`src/rtl/sram_req_ctrl.sv`:
```
// Single-outstanding request sequencer in front of the board SRAM pin wrapper.
// Holds strobes for a fixed number of wait cycles, adds a turnaround after writes, and returns one response per request.
module sram_req_ctrl #(
  parameter int READ_WAIT  = 1,
  parameter int WRITE_WAIT = 1,
  parameter int SRAM_AW    = 20
) (
  input  logic               clock,
  input  logic               resetn,
  input  logic               io_req_valid,
  output logic               io_req_ready,
  input  logic [31:0]        io_req_addr,
  input  logic               io_req_we,
  input  logic [31:0]        io_req_wdata,
  input  logic [3:0]         io_req_wmask,
  output logic               io_resp_valid,
  input  logic               io_resp_ready,
  output logic [31:0]        io_resp_rdata,
  output logic               io_sram_en,
  output logic               io_sram_re,
  output logic               io_sram_we,
  output logic [SRAM_AW-1:0] io_sram_addr,
  output logic [31:0]        io_sram_din,
  output logic [3:0]         io_sram_wmask,
  input  logic [31:0]        io_sram_dout
);
  localparam int MAXW = (READ_WAIT > WRITE_WAIT) ? READ_WAIT : WRITE_WAIT;
  localparam int CW   = $clog2(MAXW) + 1;

  typedef enum logic [2:0] {IDLE, RD, WR, TURN, RESP} state_e;

  typedef struct packed {
    logic [SRAM_AW-1:0] addr;
    logic [31:0]        wdata;
    logic [3:0]         wmask;
  } req_t;

  state_e      state_q, state_d;
  logic [CW-1:0] cnt_q, cnt_d;
  req_t        req_q, req_d;
  logic [31:0] rdata_q, rdata_d;

  // Byte offset and bits above the SRAM window are dropped; aliasing is intended.
  logic unused_addr_bits;
  assign unused_addr_bits = ^{io_req_addr[31:SRAM_AW+2], io_req_addr[1:0]};

  always_comb begin
    state_d = state_q;
    cnt_d   = cnt_q;
    req_d   = req_q;
    rdata_d = rdata_q;
    case (state_q)
      IDLE: begin
        if (io_req_valid) begin
          req_d.addr  = io_req_addr[SRAM_AW+1:2];
          req_d.wdata = io_req_wdata;
          req_d.wmask = io_req_wmask;
          if (io_req_we) begin
            cnt_d   = CW'(WRITE_WAIT - 1);
            state_d = WR;
          end else begin
            cnt_d   = CW'(READ_WAIT - 1);
            state_d = RD;
          end
        end
      end
      RD: begin
        if (cnt_q == '0) begin
          rdata_d = io_sram_dout;
          state_d = RESP;
        end else begin
          cnt_d = cnt_q - 1'b1;
        end
      end
      WR: begin
        if (cnt_q == '0) state_d = TURN;
        else             cnt_d   = cnt_q - 1'b1;
      end
      TURN: begin
        rdata_d = '0;
        state_d = RESP;
      end
      RESP: begin
        if (io_resp_ready) state_d = IDLE;
      end
      default: state_d = IDLE;
    endcase
  end

  always_ff @(posedge clock) begin
    if (!resetn) begin
      state_q <= IDLE;
      cnt_q   <= '0;
      req_q   <= '0;
      rdata_q <= '0;
    end else begin
      state_q <= state_d;
      cnt_q   <= cnt_d;
      req_q   <= req_d;
      rdata_q <= rdata_d;
    end
  end

  // Ready is masked while reset is held so nothing is accepted into a block being cleared.
  assign io_req_ready  = (state_q == IDLE) && resetn;
  assign io_resp_valid = (state_q == RESP);
  assign io_resp_rdata = rdata_q;
  assign io_sram_en    = (state_q == RD) || (state_q == WR);
  assign io_sram_re    = (state_q == RD);
  assign io_sram_we    = (state_q == WR);
  assign io_sram_addr  = req_q.addr;
  assign io_sram_din   = req_q.wdata;
  assign io_sram_wmask = (state_q == WR) ? req_q.wmask : 4'b0000;
endmodule

```
`config.mk`:
```
export PLATFORM = sky130hd
export DESIGN_NAME = sram_req_ctrl
export DESIGN_NICKNAME = d
export VERILOG_FILES = /design/src/rtl/sram_req_ctrl.sv
export SDC_FILE = /design/constraint.sdc
export NUM_CORES = 1
export LEC_CHECK = 0
export BUFFER_PORTS_ARGS = -buffer_cell sky130_fd_sc_hd__buf_2
export CAP_MARGIN = 10
export CORE_MARGIN = 2
export CORE_UTILIZATION = 38
export DETAILED_ROUTE_END_ITERATION = 6
export PLACE_DENSITY = 0.66
export SLEW_MARGIN = 20
export SYNTH_ARGS = -nofsm -noshare
export SYNTH_HDL_FRONTEND = slang
export SYNTH_SLANG_ARGS = --single-unit
```
`constraint.sdc`:
```
create_clock -name clock -period 3.9 [get_ports clock]
set_input_delay 0.78 -clock clock [delete_from_list [all_inputs] [get_ports clock]]
set_output_delay 0.78 -clock clock [all_outputs]
set_load 0.01 [all_outputs]
```
==> summary.txt <==
STA
  • # setup viols final: 0
  • Fin crit period: 2.358 ns
  • Slew Limit Fails: 0
  • Worst Tran Pin Value: 0.7936 ns
  • Slew HR: 47.09%
  • Final hold vios: 0
  • Fmax: around 420 MHz
  • Setup_tns: 0 ns
  • Clock Skew: slightly above 0.008 ns
  • Crit share post-route: between 60 and 70%
  • Unrepaired setup endpoints after global routing: no

Critical path
  • Critical path startpoint category: flop
  • Crit path buf inv count: 2
  • CP max-delay cell: dfxtp_1
  • Arr. time, crit path: about 1.6 ns
  • Reg2reg path depth: 4
  • Crit. End Element: output port
  • Critical Path RT: about 3.1 ns
  • Max incr delay on CP: 0.52 ns
  • Kind of critical path: reg -> out
  • Setup slack, reg-to-reg: 2.10 ns
  • Worst-path cell chain: nand2b_1 -> buf_4 -> nor2_1 -> buf_2
  • Crit Path Max Fanout: 33
  • Worst r2r src: state_q[1]$_SDFFE_PN0P_
  • Critical path's top delay family: flip-flops
  • Reg2reg end: io_sram_din[16]$_SDFFE_PN0P_

Clocking
  • Post-CTS Setup Inserts: 0
  • Skew-Pair Late Insertion Delay: 0.34 ns
  • Maximum clock path buffer count: 2
  • H-tree depth: 3
  • Clock Tree Root: clkbuf_8
  • Hold-fix buffers, CTS: 0
  • TritonCTS clock tree: built
  • CTS Buf Count: 9
  • Clk slew on worst S/H paths: 0.08 ns
  • Sink Count: 91
  • Post-CTS Resized: 0

Power and ir drop
  • Pwr per Cell Area: approximately 420 nW/um2
  • Worst VDD drop: between 0.0002 and 0.00025 V
  • Leakage: 2.119 nW

Synthesis
  • Register area share after synthesis: ~46%
  • Compound-Gate Fraction of Synth Area: 13.68%
  • Synth top area share: a little under half
  • Post-synthesis simple-gate area fraction: between 20% and 30%
  • Post-synthesis adder-cell area fraction: 0%
  • Ys Warns: 0
  • Synth cell types: 23
  • Syn_area_per_cell: 8.406 um2
  • Largest area contributor in the netlist: dfxtp_1
  • Top area cells in the synthesized netlist: dfxtp_1, buf_4, nand2_1
  • Multiplexer share of the synthesized area: 0%
  • Seq cells post-synth: 91
  • Largest family of logic cells by synthesized area: simple AND/OR/NAND/NOR gates
  • Xor/xnor share of the synthesized area: 0.2222%
  • Mapped cell area: 3943 um2
  • Gate Count Post-Synth: 469
  • Synth Net Count: approximately 570

Final layout
  • Count of nets after finishing: 684
  • Area growth from synthesis to layout: 18.98%
  • Final core utilization: between 40% and 50%
  • Layout cells sized above 1: 35.62%
  • Fin cells: 720
  • Ant diodes: 0

Place
  • Buffers on Ports: 185
  • RD Place Congestion: between 0.7 and 0.8
  • Placed Instances: between 700 and 800
  • Dpl hpwl: 6.228 mm

Floorplan
  • Io pins: a little under 200
  • Core area: roughly 10,000 um2
  • Die X: 105.9 um
  • Rows: 37
  • Die height: 105.9 um
  • Die area: 11,210 um2
  • Initial Util: 38.71%

Global routing
  • Largest net degree at the start of global routing: 119
  • GRT overflow: 0
  • First-pass GRT wire length: 14.47 mm
  • Initial antenna violation count: 0
  • GRT Total Usage: ~16%
  • Vias in the first global route: 3,070

Min path
  • Hold depth: 2
  • Worst Hold Class: reg -> reg
  • Worst Hold End: req_q[3]$_SDFFE_PN0P_
  • Min-delay src: req_q[3]$_SDFFE_PN0P_

Detailed routing
  • Initial DRC count: 223
  • Routed Antenna Nets: 0
  • Via density: 4.733
  • First-pass detailed-route iteration total: 4
  • Wire per inst: 12.61 um
  • Via Count: between 3,000 and 4,000
  • Total Wirelength: ~9.1 mm
  • DRC: 0

Flow run
  • Max_cap viols: 0

Run status
  • Status: completed
[where the power goes]
group,internal [mW],switching (mW)
clock network,0.331,0.321
logic,0.133,0.181
registers,0.994,0.0339
[flip-flops by register name, summed over array words and instances (netlist names)]
signal and cells:
io_resp_rdata 32, io_sram_din 32, io_sram_addr 20, state_q 3, req_q 4
[worst register-to-register path, cell delays in order (launching register included)]
cell and delay [ns]:
dfxtp_1 0.40, buf_4 0.27, nor4b_4 0.25, buf_4 0.52, o21ai_0 0.22
[worst max path at each step]
stage,slack [ns],from,cells after the start,endpoint
floorplan,1.64,resetn,4,io_req_ready
global placement,1.65,resetn,4,io_sram_din[2]$_SDFFE_PN0P_
detailed placement,1.49,resetn,4,io_sram_addr[1]$_SDFFE_PN0P_
CTS,1.51,state_q[2]$_SDFFE_PN0P_,4,io_req_ready
global route,1.40,state_q[2]$_SDFFE_PN0P_,4,io_req_ready
finish,1.54,state_q[2]$_SDFFE_PN0P_,4,io_sram_re
[cells by family after synthesis]
kind of cell | after synthesis
and+or+nand+nor | 193
buffers and inverters | 93
AOI/OAI and AO/OA | 91
DFF | 91
xor gates and xnor gates | 1
[metal layers]
metal / wire length (um) / vias up / track usage [%] / share of wire, %
li1: - / 1729 / - / -
met1: 4074 / 1538 / 20.86 / 45
met2: 4035 / 122 / 23.92 / 44
met3: 698 / 19 / 3.834 / 7.7
met4: 271 / 0 / 8.835 / 3.0
met5: 0 / - / 0 / 0
[layout make-up]
cell class	instances	area, um2
Clock buffer	12	155.1
Clock inverter	4	48.80
Fill cell	1027	5494
Inverter	1	3.754
Multi-Input combinational cell	285	1514
Sequential cell	91	1822
Tap cell	136	170.2
Timing Repair Buffer	191	977.2
[stage by stage]
stage | instance area (um2) | power (mW) | hold slack, ns | setup WS [ns]
6_report | 4691 | 1.993 | 0.4527 | 1.542
5_1_grt | 4691 | 2.106 | 0.4706 | 1.397
4_1_cts | 4687 | 2.027 | 0.4541 | 1.512
3_5_place_dp | 4483 | 1.366 | 0.4401 | 1.494
3_3_place_gp | 4478 | 1.353 | 0.4345 | 1.652
2_1_floorplan | 3943 | 1.296 | 0.4288 | 1.636
[synthesized netlist by cell type]
master,n
inv_1,1
and2_1,1
buf_4,56
nand2_1,89
o21ai_1,5
nand3_1,56
nand3b_1,32
nor4b_4,1
a21boi_1,4
nor2_1,6
nor3b_1,1
xnor2_1,1
clkbuf_1,22
nand2b_1,1
dfxtp_1,91
o21ai_0,51
buf_2,8
nor2b_1,2
and3_1,4
a21boi_0,28
buf_6,6
a21oi_1,2
a22o_1,1
[layout by cell type, fill, tap and decap left out, drive strengths merged, types with 2 or more instances in the layout]
cell	netlist	layout
buf	70	191
nand3b	32	32
a21oi	2	2
clkbuf	22	12
nor2	6	6
o21ai	56	56
nand3	56	56
nor2b	2	2
a21boi	32	32
and3	4	4
dfxtp	91	91
clkinv	0	3
nand2	89	89
(Power assumes the default switching activity.)
